[src/rtl/key_hit_detector.sv]
// Counts finger-coloured pixels inside a piano-key region each camera frame and
// debounces the per-frame count into a pressed state. Optional: KEY_HIT_DEBOUNCE_EN.
module key_hit_detector #(
    parameter int unsigned WIDTH            = 64,
    parameter int unsigned HEIGHT           = 64,
    parameter int unsigned BLACK_KEY_WIDTH  = 15,
    parameter int unsigned BLACK_KEY_HEIGHT = 64,
    parameter logic [7:0]  RED_MIN          = 8'hA0,
    parameter logic [7:0]  GREEN_MAX        = 8'h60,
    parameter logic [7:0]  BLUE_MAX         = 8'h60,
    parameter int unsigned PRESS_THRESH     = 200,
    parameter int unsigned RELEASE_THRESH   = 100,
    parameter int unsigned DEBOUNCE_FRAMES  = 3
) (
    input  logic        clk,
    input  logic        reset_n,
    input  logic [10:0] x,
    input  logic [9:0]  y,
    input  logic [10:0] hcount,
    input  logic [9:0]  vcount,
    input  logic [23:0] pixel,
    input  logic        pixel_valid,
    input  logic        frame_start,
    output logic        pressed,
    output logic        press_pulse,
    output logic        release_pulse,
    output logic [15:0] hit_count,
    output logic        count_valid
);

    localparam int unsigned CW = 12;
    localparam int unsigned AW = 16;

    if (RELEASE_THRESH > PRESS_THRESH) begin : g_bad_thresh
        $error("key_hit_detector: RELEASE_THRESH must not exceed PRESS_THRESH");
    end
    if (DEBOUNCE_FRAMES == 0 || DEBOUNCE_FRAMES > 7) begin : g_bad_debounce
        $error("key_hit_detector: DEBOUNCE_FRAMES must be in 1..7");
    end

    // Region test in 12 bits so the right/bottom edges never wrap
    logic [CW-1:0] hc_w, vc_w, x_lo, x_hi, x_notch, y_lo, y_hi, y_notch;
    logic          in_key_c;
    logic          colour_c;
    logic          hit_c;

    assign hc_w    = {1'b0, hcount};
    assign vc_w    = {2'b00, vcount};
    assign x_lo    = {1'b0, x};
    assign y_lo    = {2'b00, y};
    assign x_hi    = x_lo + CW'(WIDTH);
    assign y_hi    = y_lo + CW'(HEIGHT);
    assign x_notch = x_lo + CW'(BLACK_KEY_WIDTH);
    assign y_notch = y_lo + CW'(BLACK_KEY_HEIGHT);

    assign in_key_c = (hc_w >= x_lo) && (hc_w < x_hi) &&
                      (vc_w >= y_lo) && (vc_w < y_hi) &&
                      !((hc_w < x_notch) && (vc_w < y_notch));
    assign colour_c = (pixel[23:16] >= RED_MIN) && (pixel[15:8] <= GREEN_MAX) &&
                      (pixel[7:0] <= BLUE_MAX);
    assign hit_c    = pixel_valid && in_key_c && colour_c;

    logic [AW-1:0] acc_q, acc_d;
    logic [AW-1:0] hit_count_q;
    logic          count_valid_q;

    // A hit on the frame_start cycle belongs to the new frame
    always_comb begin
        acc_d = acc_q;
        if (frame_start) begin
            acc_d = {{(AW-1){1'b0}}, hit_c};
        end else if (hit_c && (acc_q != {AW{1'b1}})) begin
            acc_d = acc_q + AW'(1);
        end
    end

    always_ff @(posedge clk) begin
        if (!reset_n) begin
            acc_q         <= '0;
            hit_count_q   <= '0;
            count_valid_q <= 1'b0;
        end else begin
            acc_q         <= acc_d;
            count_valid_q <= frame_start;
            if (frame_start) begin
                hit_count_q <= acc_q;
            end
        end
    end

    logic press_qual_c;
    logic release_qual_c;
    logic pressed_q, press_pulse_q, release_pulse_q;

    assign press_qual_c   = acc_q >= AW'(PRESS_THRESH);
    assign release_qual_c = acc_q <  AW'(RELEASE_THRESH);

`ifdef KEY_HIT_DEBOUNCE_EN
    typedef enum logic [1:0] {RELEASED, PRESS_PEND, PRESSED, RELEASE_PEND} state_t;

    localparam logic [2:0] DB_N = 3'(DEBOUNCE_FRAMES);

    state_t     state_q;
    logic [2:0] fcnt_q;

    // Needs DB_N consecutive qualifying frames; any other frame aborts a PEND state
    always_ff @(posedge clk) begin
        if (!reset_n) begin
            state_q         <= RELEASED;
            fcnt_q          <= 3'd0;
            pressed_q       <= 1'b0;
            press_pulse_q   <= 1'b0;
            release_pulse_q <= 1'b0;
        end else begin
            press_pulse_q   <= 1'b0;
            release_pulse_q <= 1'b0;
            if (frame_start) begin
                case (state_q)
                    RELEASED: begin
                        if (press_qual_c) begin
                            if (DB_N == 3'd1) begin
                                state_q       <= PRESSED;
                                pressed_q     <= 1'b1;
                                press_pulse_q <= 1'b1;
                                fcnt_q        <= 3'd0;
                            end else begin
                                state_q <= PRESS_PEND;
                                fcnt_q  <= 3'd1;
                            end
                        end
                    end
                    PRESS_PEND: begin
                        if (press_qual_c) begin
                            if (fcnt_q + 3'd1 == DB_N) begin
                                state_q       <= PRESSED;
                                pressed_q     <= 1'b1;
                                press_pulse_q <= 1'b1;
                                fcnt_q        <= 3'd0;
                            end else begin
                                fcnt_q <= fcnt_q + 3'd1;
                            end
                        end else begin
                            state_q <= RELEASED;
                            fcnt_q  <= 3'd0;
                        end
                    end
                    PRESSED: begin
                        if (release_qual_c) begin
                            if (DB_N == 3'd1) begin
                                state_q         <= RELEASED;
                                pressed_q       <= 1'b0;
                                release_pulse_q <= 1'b1;
                                fcnt_q          <= 3'd0;
                            end else begin
                                state_q <= RELEASE_PEND;
                                fcnt_q  <= 3'd1;
                            end
                        end
                    end
                    RELEASE_PEND: begin
                        if (release_qual_c) begin
                            if (fcnt_q + 3'd1 == DB_N) begin
                                state_q         <= RELEASED;
                                pressed_q       <= 1'b0;
                                release_pulse_q <= 1'b1;
                                fcnt_q          <= 3'd0;
                            end else begin
                                fcnt_q <= fcnt_q + 3'd1;
                            end
                        end else begin
                            state_q <= PRESSED;
                            fcnt_q  <= 3'd0;
                        end
                    end
                    default: begin
                        state_q   <= RELEASED;
                        pressed_q <= 1'b0;
                        fcnt_q    <= 3'd0;
                    end
                endcase
            end
        end
    end
`else
    typedef enum logic {RELEASED, PRESSED} state_t;

    state_t state_q;

    // Single-frame decision with the same press/release hysteresis band
    always_ff @(posedge clk) begin
        if (!reset_n) begin
            state_q         <= RELEASED;
            pressed_q       <= 1'b0;
            press_pulse_q   <= 1'b0;
            release_pulse_q <= 1'b0;
        end else begin
            press_pulse_q   <= 1'b0;
            release_pulse_q <= 1'b0;
            if (frame_start) begin
                if (state_q == RELEASED) begin
                    if (press_qual_c) begin
                        state_q       <= PRESSED;
                        pressed_q     <= 1'b1;
                        press_pulse_q <= 1'b1;
                    end
                end else if (release_qual_c) begin
                    state_q         <= RELEASED;
                    pressed_q       <= 1'b0;
                    release_pulse_q <= 1'b1;
                end
            end
        end
    end
`endif

    assign pressed       = pressed_q;
    assign press_pulse   = press_pulse_q;
    assign release_pulse = release_pulse_q;
    assign hit_count     = hit_count_q;
    assign count_valid   = count_valid_q;

endmodule

[config.mk]
export PLATFORM = sky130hd
export DESIGN_NAME = key_hit_detector
export DESIGN_NICKNAME = d
export VERILOG_FILES = /design/src/rtl/key_hit_detector.sv
export SDC_FILE = /design/constraint.sdc
export NUM_CORES = 1
export LEC_CHECK = 0
export ABC_AREA = 1
export BUFFER_PORTS_ARGS = -buffer_cell sky130_fd_sc_hd__buf_2
export CELL_PAD_IN_SITES_DETAIL_PLACEMENT = 1
export CELL_PAD_IN_SITES_GLOBAL_PLACEMENT = 1
export CORE_UTILIZATION = 35
export DETAILED_ROUTE_END_ITERATION = 8
export MAX_ROUTING_LAYER = met4
export PLACE_DENSITY_LB_ADDON = 0.1
export SYNTH_ARGS = -nofsm -noshare
export SYNTH_HDL_FRONTEND = slang
export SYNTH_SLANG_ARGS = --single-unit
export TNS_END_PERCENT = 50
[constraint.sdc]
create_clock -name clk -period 6.6 [get_ports clk]
set_input_delay 0 -clock clk [delete_from_list [all_inputs] [get_ports clk]]
set_output_delay 0 -clock clk [all_outputs]
set_load 0.01 [all_outputs]
=== After elaboration in Yosys (flattened, before gate mapping) ===
Cells that the tools add are included.

* Add/subtract/negate cells: 4
* Bitwise logic cells: 2
* Reductions and logical operators: 17
* $lt $le $gt $ge: 10
* Equal/unequal tests: 2
* Mux-type cells: 9

{| class="wikitable"
|+ Operator list
! operator !! number
|-
| 11-bit by 12-bit less-than comparator with 1-bit output || 2
|-
| 16-bit by 1-bit adder with 16-bit output (second input constant) || 1
|-
| 16-bit by 8-bit greater-or-equal comparator with 1-bit output (second input constant) || 1
|-
| 8-bit by 7-bit <= comparator with 1-bit output (second input constant) || 2
|-
| 16-bit by 7-bit less-than comparator with 1-bit output (second input constant) || 1
|-
| 16-bit inequality test (second input constant) || 1
|-
| 11-bit by 4-bit adder with 12-bit output (second input constant) || 1
|-
| 11-bit by 7-bit adder with 12-bit output (second input constant) || 1
|-
| 10-bit by 7-bit adder with 11-bit output (second input constant) || 1
|-
| 11-bit greater-or-equal comparator || 1
|-
| 10-bit by 11-bit less-than comparator with 1-bit output || 1
|-
| 10-bit greater-or-equal comparator || 1
|-
| 1-bit logical AND || 10
|-
| 1-bit two-way mux || 9
|-
| 8-bit greater-or-equal comparator (second input constant) || 1
|-
| 3-bit AND reduction || 2
|-
| 2-bit nonzero test || 2
|-
| 3-bit OR reduction || 1
|-
| 2-bit inequality test (second input constant) || 1
|-
| 1-bit inverter || 2
|-
| 2-bit OR reduction || 1
|-
| 1-bit logical NOT || 1
|}

* Flip-flop bits (word level): 37
* Word-level logic and storage cells: 52
* Output and inout port bits: 20

=== Longest topological paths before layout ===
Gate-level depths: netlist of the first run.

* Depth after elaboration: 11
* Gate-level depth with buffers: 20
* Mapped depth without buffers: 19

=== Least setup slack after synthesis of the first run ===
No wires, ideal clock.

* Path type: input -> register
* Start: input port x[0]
* End: register acc_q[8]
* Data required time: 6.485 ns
* Stages: 17
* Data arrival time: 2.019 ns
* Path slack: 4.466 ns
* Setup time: 0.115 ns
* Cells stage by stage: inv_1 > ha_1 > nand3_1 > nand2_1 > nor2_1 > mux2_2 > ha_1 > nand3_1 > nor2_1 > nand2_1 > nand2_2 > nand3_2 > nor2_4 > buf_6 > nand3_1 > nand2_1 > nor2_1

* Word-level cells in the longest chain between the ends: 9
* Elaborated cells on any way between the ends: 14
* Classes of those cells: add/sub: 2; order compare: 3; reduce/logical: 9

{| class="wikitable"
|+ Ends and longest elaborated chain
! what !! line !! source
|-
| from (decl) || 17 || <nowiki>input logic [10:0] x,</nowiki>
|-
| 11-bit by 7-bit adder with 12-bit output || 51 || <nowiki>assign x_hi = x_lo + CW'(WIDTH);</nowiki>
|-
| 11-bit by 12-bit less-than comparator with 1-bit output || 56 || <nowiki>assign in_key_c = (hc_w >= x_lo) && (hc_w < x_hi) &&</nowiki>
|-
| 1-bit logical AND (2 in series) || 56 ||
|-
| 1-bit logical AND || 57 || <nowiki>(vc_w >= y_lo) && (vc_w < y_hi) &&</nowiki>
|-
| 1-bit logical AND * || 57 ||
|-
| 1-bit logical AND * (2 in series) || 61 || <nowiki>assign hit_c = pixel_valid && in_key_c && colour_c;</nowiki>
|-
| 1-bit logical AND * || 72 || <nowiki>end else if (hit_c && (acc_q != {AW{1'b1}})) begin</nowiki>
|-
| to (signal assigned) || 79 || <nowiki>acc_q <= '0;</nowiki>
|-
| to (signal assigned) || 83 || <nowiki>acc_q <= acc_d;</nowiki>
|-
| to (decl) || 63 || <nowiki>logic [AW-1:0] acc_q, acc_d;</nowiki>
|}

Every way passes the cells marked *; elsewhere a longest branch is shown, timed or not.
A chain may end at the register's enable or synchronous reset.

=== Worst setup path in the final report of the first run ===
* Start: input port x[0]
* End: register acc_q[10]

The elaborated chain is that of the path after synthesis.

==> results.cfg, run 1 <==
[place]
dp.cells = 672
routabilityCongestion = 0.8365
dp_hpwl_mm = 6.781
port_buffers = 84

[critical_path]
cp_data_arrival_time_ns = 2.73
critical_path_class = input pin to flop
cp_max_fo = 21
required_ns = 6.79
worstSetupEndpointType = flop
start_kind = input pin

[pwr]
pwr-share-comb_pct = 26.6
power.switching_w = 0.0001624
power_frac_clock_pct = 30.2
power.density_nw_per_um2 = 137.4
sw_frac_of_total_pct = 31.34
p_int_w = 0.0003558
p_leak_nw = 1.983
fin_total_pwr_w = 0.0005181
seq_power_share_pct = 43.1
vdd_drop_max_uv = 77.45

[route]
via_count = 3271
ant_nets = 0
dr.first_iter.drc_count = 67
drc = 0
drtPass1Iterations = 4
vias_per_cell = 4.803
wl_per_cell_um = 11.66
wl_mm = 7.939

[yosys]
synthSimpleGateAreaFrac_pct = 33.93
synth_compound_area_share_pct = 9.575
synth_flop_cell = dfxtp_1
synth.area.mux_share_pct = 0.3576
synth_area_leader_cell = dfxtp_1
avgSynthCellArea_sq_um = 6.493
syn_nets = 601
synth_edf_count = 0
synth_top_family_by_area = simple AND/OR/NAND/NOR gates
synth_top_area_share_pct = 23.52
synth-xor-area-share_pct = 3.615
yosysWarningCount = 0
async_flop_share_pct = 0
synth-adder-area-share_pct = 18.28
ys_seq_elements = 37
synth_area_sq_um = 3149
netlist_instances = 485
synth_seq_area_share_pct = 23.52
synth.area.top_cells = dfxtp_1 24%, ha_1 18%, nand2_1 14%, inv_1 8.9%, nor2_1 6.9%
synth_cell_types = 33

[timing]
max-slew-margin-rel_pct = 36.12
rsz0062_at_grt = false
setup_tns_ns = 0
fin_worst_skew_ns = 0.008631
slew_violations = 0
finalSetupViolCount = 0
min_period_ns = 2.540
fmax_mhz = 393.8
hold_viol = 0
finalCritPeriodShare_pct = 38.48
worstMarginPinSlew_ns = 0.9547

[layout]
seq_area_sq_um = 740.7
stdcell_count = 681
multi_input_area_sq_um = 2071
final_nets = 688
drive_gt1_share_pct = 19.20
syn2layout_area_growth_pct = 19.75
fin_util_pct = 43.24
nFillCells = 1190
diodes = 0

[floorplan]
ios = 90
die_w_um = 96.86
die-area_sq_um = 9381
start_util_pct = 36.11
die_h_um = 96.86
fp.coreArea_sq_um = 8721
rows = 34

[clocking]
cts_resized = 0
post_cts_buffers = 0
clock-sinks = 37
numCtsBuffers = 5
cts_tree = done
cts_hold_buf = 1
root_buffer = clkbuf_8
cts_buffer_depth = 2
clk_pin_slew_ns = 0.08
cts-htree-levels = 2
clock_latency_ns = 0.29

[global_routing]
grt_first_pass_wirelength_mm = 14.32
grt_max_degree = 22
first_global_vias = 3279
grt.overflow.total = 0
antenna_found_initial = 0
grt_util_all_layers_pct = 18.35

[status]
status = complete, no violations

[flow_run]
max-cap-violations = 0

[min_path]
hold_class = input pin to flop
[path summary, 6_finish.rpt]
path	start	end	slack (ns)	depth (start not counted)
worst max register to register	acc_q[0]	acc_q[10]	4.55	11
worst min-delay path	frame_start	release_pulse	0.12	3
worst max-delay path	x[0]	acc_q[10]	4.06	18
worst min register to register	hit_count[3]	hit_count[3]	0.46	2
[cells in the final DEF, fill, tap and decap left out, types with 4 or more instances in the layout]
master,netlist,routed
inv_2,4,4
clkbuf_8,0,5
inv_1,75,75
xor2_1,10,10
dfxtp_1,37,37
nand3_1,35,35
ha_1,46,46
nand4_1,5,5
buf_2,0,84
o21ai_0,20,20
a21oi_1,25,25
nand2_1,119,119
nor3_1,13,13
nor2_1,58,58
[power groups by stage]
stage / clock network (W) / registers [W] / logic [W]
floorplan: 0 / 0.000229 / 0.0000907
global placement: 0 / 0.000229 / 0.000135
detailed placement: 0 / 0.000229 / 0.000141
CTS: 0.000163 / 0.000223 / 0.000142
global route: 0.000171 / 0.000223 / 0.000164
finish: 0.000157 / 0.000223 / 0.000138
[synth_stat cells, types with 2 or more instances]
cell      count
nand3b_1      3
ha_1         46
nand2_1     119
xor2_1       10
nor2_1       58
o21ai_0      20
a21o_1        2
buf_6         2
inv_2         4
a21oi_1      25
nor2_2        3
inv_1        75
nand3_1      35
xnor2_1       3
o21ai_1       3
dfxtp_1      37
clkbuf_1      4
nor3_1       13
nor3_2        2
nand4_1       5
nand3_2       3
nor2_4        2
[kinds of logic (layout without fill, tap and decap cells)]
logic type,count (synthesis),in the layout
AOI/OAI and AO/OA,56,56
muxes,1,1
adders and majority gates,46,46
xor gates and xnor gates,13,13
DFF,37,37
buffers and inverters,86,174
and+or+nand+nor,246,246
[critical path, stage by stage]
cell     delay (ns)
buf_2          0.11
inv_1          0.09
nand3_1        0.15
o21ai_0        0.42
nor2_1         0.10
xor2_1         0.16
ha_1           0.29
nand2_1        0.08
nor2_1         0.12
nand2_1        0.07
nand2_1        0.07
nand2_1        0.07
nand2_2        0.16
nand3_2        0.13
nor2_4         0.40
nand3_1        0.16
nand2_1        0.09
nor2_1         0.04
[registers in the layout (all words and copies together) (netlist names)]
register	cells
count_valid	1
hit_count	16
acc_q	16
state_q	1
release_pulse	1
press_pulse	1
pressed	1
[through the flow]
| stage | setup slack [ns] | instance area (sq um) | hold WS (ns) |
|---|---|---|---|
| final | 4.060 | 3771 | 0.1211 |
| after global routing | 3.667 | 3771 | 0.1290 |
| after CTS | 3.997 | 3771 | 0.1021 |
| after detailed placement | 3.695 | 3675 | 0.3090 |
| after global placement | 3.853 | 3675 | 0.2896 |
| after floorplan | 4.466 | 3149 | 0.1345 |
[final cells by class]
cell class / instances / area share, %
Multi-Input combinational cell: 362 / 54.91
Sequential cell: 37 / 19.64
Timing Repair Buffer: 86 / 11.61
Inverter: 80 / 7.963
Tap cell: 108 / 3.583
Clock buffer: 5 / 1.825
Clock inverter: 3 / 0.4645
[per-layer routing]
metal | track usage, % | vias up | wire (um)
met1 | 23.50 | 1479 | 3911
met4 | 2.870 | 0 | 50
met3 | 2.890 | 4 | 277
met5 | - | - | 0
met2 | 30.99 | 63 | 3700
li1 | - | 1725 | -
Power figures use the tool's default switching activity.
==> inputs of run 2 (changes only) <==
CORE_UTILIZATION = 33   (was 35)
clock period = 2.22 ns   (was 6.6 ns; I/O delays follow)
==> run 2 against run 1 <==
  * Utilization down 0.66 points
  * Routed wire length up 7.3%
  * Worst hold slack worse by 0.12 ns
  * Register-to-register slack worse by 4.3 ns
  * Clock skew down 0.0030 ns
  * Worst setup slack worse by 3.9 ns
  * Power rose to 3.0 times the previous value
  * Die area up 5.9%
  * First-iteration DRC count down 36%
  * Cell count up 4.7%
==> results.cfg, run 2 (synthesized netlist as in run 1, its figures left out) <==
[status]
status = complete, no violations

[critical_path]
cp_max_fo = 11
crit_path_max_incr_delay_ns = 0.27
cp_data_arrival_time_ns = 2.20
critical_path_class = input pin to flop
cpMaxStageDelayCell = ha_1
start_kind = input pin
crit_top_cell = nand2_1
path_cells = buf_2 > inv_1 > ha_2 > nand3_2 > nand2_2 > nor2_4 > buf_4 > xor2_1 > ha_1 > nand2_1 > o21a_1 > nand2_1 > nand2_1 > nand2_2 > nand3_2 > nor2_4 > buf_12 > nand3_1 > nand2_1 > nor2_1
required_ns = 2.41
worstSetupEndpointType = flop

[timing]
finalSetupViolCount = 0
finalCritPeriodShare_pct = 90.66
min_period_ns = 2.013
fin_worst_skew_ns = 0.005671
max-slew-margin-rel_pct = 67.59
worstMarginPinSlew_ns = 0.4849
hold_viol = 0
setup_tns_ns = 0
slew_violations = 0
rsz0062_at_grt = false
fmax_mhz = 496.9

[layout]
stdcell_count = 713
final_nets = 699
syn2layout_area_growth_pct = 24.95
final_cell_mix = 117 x nand2_1, 84 x buf_2, 74 x inv_1
diodes = 0
drive_gt1_share_pct = 21.75
mostFrequentLayoutCell = nand2_1

[clocking]
cts_tree = done
cts_hold_buf = 0
clock_latency_ns = 0.29
numCtsBuffers = 5
clk_pin_slew_ns = 0.07
clock-sinks = 37
root_buffer = clkbuf_8
cts_buffer_depth = 2
cts-htree-levels = 2

[global_routing]
first_global_vias = 3451
antenna_found_initial = 0
grt_util_all_layers_pct = 18.56
grt.overflow.total = 0
grt_max_degree = 32
grt_first_pass_wirelength_mm = 14.71

[place]
dp_hpwl_mm = 7.151
port_buffers = 84
dp.cells = 703
routabilityCongestion = 0.7718

[pwr]
p_leak_nw = 2.052
power.density_nw_per_um2 = 395.6
fin_total_pwr_w = 0.001557
vdd_drop_max_uv = 223.6

[floorplan]
start_util_pct = 34.08
rows = 35
ios = 90
die-area_sq_um = 9938
fp.coreArea_sq_um = 9240
die_w_um = 99.69
die_h_um = 99.69

[route]
dr.first_iter.drc_count = 43
ant_nets = 0
wl_per_cell_um = 11.95
wl_mm = 8.517
vias_per_cell = 4.658
via_count = 3321
drtPass1Iterations = 4
drc = 0

[flow_run]
max-cap-violations = 0

[min_path]
hold_class = input pin to flop
## run 2: cell type report
cell class,count,area [sq um]
Multi-Input combinational cell,362,2105
Timing Repair Buffer,97,548.0
Tap cell,129,161.4
Clock buffer,8,80.08
Inverter,80,300.3
Sequential cell,37,740.7
Fill cell,1260,5305
## run 2: timing repair
item / 4_1_cts / 5_1_grt
gates resized for setup: 0 / 11
buffers inserted: 0 / 1
endpoints found under the hold margin: 0 / 0
endpoints found under the setup margin: 0 / 16
## run 2: path summary, 6_finish.rpt
kind              depth (start not counted)      endpoint          from  slack, ns
hold / removal                            3       state_q       reset_n      0.004
setup / recovery                         20      acc_q[9]          x[1]       0.21
hold reg to reg                           2  hit_count[3]  hit_count[3]       0.45
setup reg to reg                         11     acc_q[13]      acc_q[1]       0.21
## run 2: per-layer routing
layer  share of wire [%]  wire length (um)  GRT usage (%)  vias up
met3                 3.0               255          2.530        5
met4                0.52                44          3.054        0
met5                   0                 0              -        -
met2                  48              4081          33.69       64
li1                    -                 -              -     1742
met1                  49              4135          21.98     1510
## run 2: worst max-delay path: cells and delay by family
kind                     cells  cell delay [ns]
adder cells (fa/ha/maj)      2             0.47
AND/OR/NAND/NOR             12             0.97
buffers and inverters        4             0.46
XOR/XNOR                     1             0.13
AO/OA/AOI/OAI                1             0.18
## run 2: power breakdown
group	internal (W)	switching [W]	total, W
Clock	0.000223	0.000236	0.000459
Sequential	0.000664	0.000000177	0.000664
Combinational	0.000190	0.000243	0.000433
Total	0.00108	0.000479	0.00156
## run 2: through the flow
| step | util (%) | instance area, sq um | hold slack (ns) | setup slack, ns |
|---|---|---|---|---|
| 2_1_floorplan | - | 3149 | 0.1345 | 0.08618 |
| 3_3_place_gp | 41.00 | 3789 | 0.2915 | -0.1001 |
| 3_5_place_dp | 41.00 | 3789 | 0.3042 | -0.2134 |
| 4_1_cts | 41.87 | 3869 | 0.002369 | 0.09116 |
| 5_1_grt | 42.59 | 3935 | 0.01888 | 0.03561 |
| 6_report | 42.59 | 3935 | 0.003504 | 0.2074 |
==> inputs of run 3 (changes only) <==
CORE_UTILIZATION = 34   (was 33)
CTS_BUF_LIST = sky130_fd_sc_hd__clkbuf_2   (was default)
==> run 3 against run 2 <==
  * Clock skew increased by 0.013 ns
  * Sequential cell count unchanged
  * Sequential power about the same
  * Routed wire length fell by 2.4%
  * Via count grew 0.54%
  * Sequential share of layout area rose by 0.47 points
  * Register-to-register slack improved by 0.02 ns
  * Power is 9.9% lower
  * Maximum frequency down 0.94%
  * Clock power decreased by 34%
  * Largest power group unchanged
==> results.cfg, run 3 (synthesized netlist as in run 1, its figures left out) <==
[timing]
max-slew-margin-rel_pct = 61.14
hold_viol = 0
holdWs_ns = 0.2708
worstMarginPinSlew_ns = 0.5816
finalSetupViolCount = 0
fmax_mhz = 492.2
slew_violations = 0
rsz0062_at_grt = false
fin_worst_skew_ns = 0.01849
min_period_ns = 2.032
finalCritPeriodShare_pct = 91.52

[layout]
final_nets = 699
fin_util_pct = 43.38
diodes = 0
mostFrequentLayoutCell = nand2_1
drive_gt1_share_pct = 21.06
syn2layout_area_growth_pct = 21.89
final_cell_mix = 119 x nand2_1, 84 x buf_2, 75 x inv_1

[global_routing]
grt_first_pass_wirelength_mm = 14.61
grt_max_degree = 32
grt_util_all_layers_pct = 18.69
antenna_found_initial = 0
first_global_vias = 3443
grt.overflow.total = 0

[critical_path]
r2r_start = acc_q[1]
worstSetupEndpointType = flop
critical_path_class = input pin to flop
cp_data_arrival_time_ns = 2.32
regToRegSetupSlack_ns = 0.23
timing.rr.end = acc_q[13]
cp_max_fo = 21
required_ns = 2.51
reg2reg_depth = 11
start_kind = input pin

[clocking]
cts_buffer_depth = 2
cts-htree-levels = 2
clk_pin_slew_ns = 0.19
clock_latency_ns = 0.39
post_cts_buffers = 0
clock-sinks = 37
numCtsBuffers = 5
cts_tree = done
root_buffer = clkbuf_2

[route]
highest_layer = met4
ant_nets = 0
vias_per_cell = 4.825
via_count = 3339
dr_wl_met3_um = 357
dr.first_iter.drc_count = 101
drt-met1-wl_mm = 4.072
drc = 0
wl_per_cell_um = 12.01
wl_met2_mm = 3.847
wl_mm = 8.314
drtPass1Iterations = 6

[pwr]
vdd_drop_max_uv = 182.0
p_leak_nw = 2.040
power.density_nw_per_um2 = 365.4

[min_path]
worstHoldStart = pixel[13]
whs_endpoint = acc_q[1]
hold_class = input pin to flop
min_path_cells = 11

[floorplan]
die_w_um = 98.24
ios = 90
start_util_pct = 35.59
die_h_um = 98.24
rows = 34
fp.coreArea_sq_um = 8848
die-area_sq_um = 9651

[status]
status = complete, no violations

[place]
routabilityCongestion = 0.8205
port_buffers = 84
dp_hpwl_mm = 7.056

[flow_run]
max-cap-violations = 0
run 3: repair_timing:
item                                    CTS  global route
hold buffers                              2             0
resized for setup                         0             3
endpoints found under the setup margin    0            11
hold endpoints to repair                  4             0
run 3: critical path: stages:
cell     delay [ns]
buf_2          0.09
inv_1          0.06
ha_1           0.21
nand3_1        0.11
nand2_1        0.06
nor2_1         0.24
mux2_2         0.37
ha_1           0.27
nand3_1        0.07
nor2_1         0.11
nand2_1        0.07
nand2_2        0.07
nand3_2        0.10
nor2_4         0.12
buf_12         0.16
nand3_1        0.09
nand2_1        0.08
nor2_1         0.04
run 3: routing by layer:
layer | global-route usage, % | vias up
li1 | - | 1751
met1 | 23.18 | 1506
met2 | 32.34 | 76
met3 | 3.150 | 6
met4 | 2.870 | 0
met5 | - | -
run 3: where the power goes:
group | switching, W | total [W] | internal [W]
clock | 0.000225 | 0.000304 | 0.0000792
sequential | 0.000000227 | 0.000666 | 0.000666
combinational | 0.000242 | 0.000433 | 0.000190
total | 0.000467 | 0.00140 | 0.000936
run 3: area by class of cell:
type                            count  area [sq um]
Fill cell                        1217          5010
Multi-Input combinational cell    362          2087
Sequential cell                    37         740.7
Timing Repair Buffer               97         535.5
Inverter                           80         300.3
Tap cell                          108         135.1
Clock buffer                        6         30.03
Clock inverter                      2         10.01
run 3: worst max-delay path by stage:
| stage | cells past startpoint | slack, ns | startpoint | end |
|---|---|---|---|---|
| floorplan | 17 | 0.09 | x[0] | acc_q[8] |
| global placement | 18 | -0.12 | x[0] | acc_q[8] |
| detailed placement | 18 | -0.26 | x[0] | acc_q[7] |
| CTS | 11 | 0.16 | acc_q[1] | acc_q[13] |
| global route | 18 | 0.03 | x[0] | acc_q[8] |
| finish | 18 | 0.19 | x[0] | acc_q[7] |
run 3: metrics by stage:
step                      setup TNS, ns  setup WS [ns]  std cells  area [sq um]  total power [W]
after floorplan                       0        0.08618        485          3149        0.0009500
after global placement           -1.173        -0.1237        682          3765         0.001101
after detailed placement         -3.174        -0.2580        682          3765         0.001118
after CTS                             0         0.1608        692          3825         0.001434
after global routing                  0        0.02622        692          3839         0.001518
final                                 0         0.1883        692          3839         0.001403
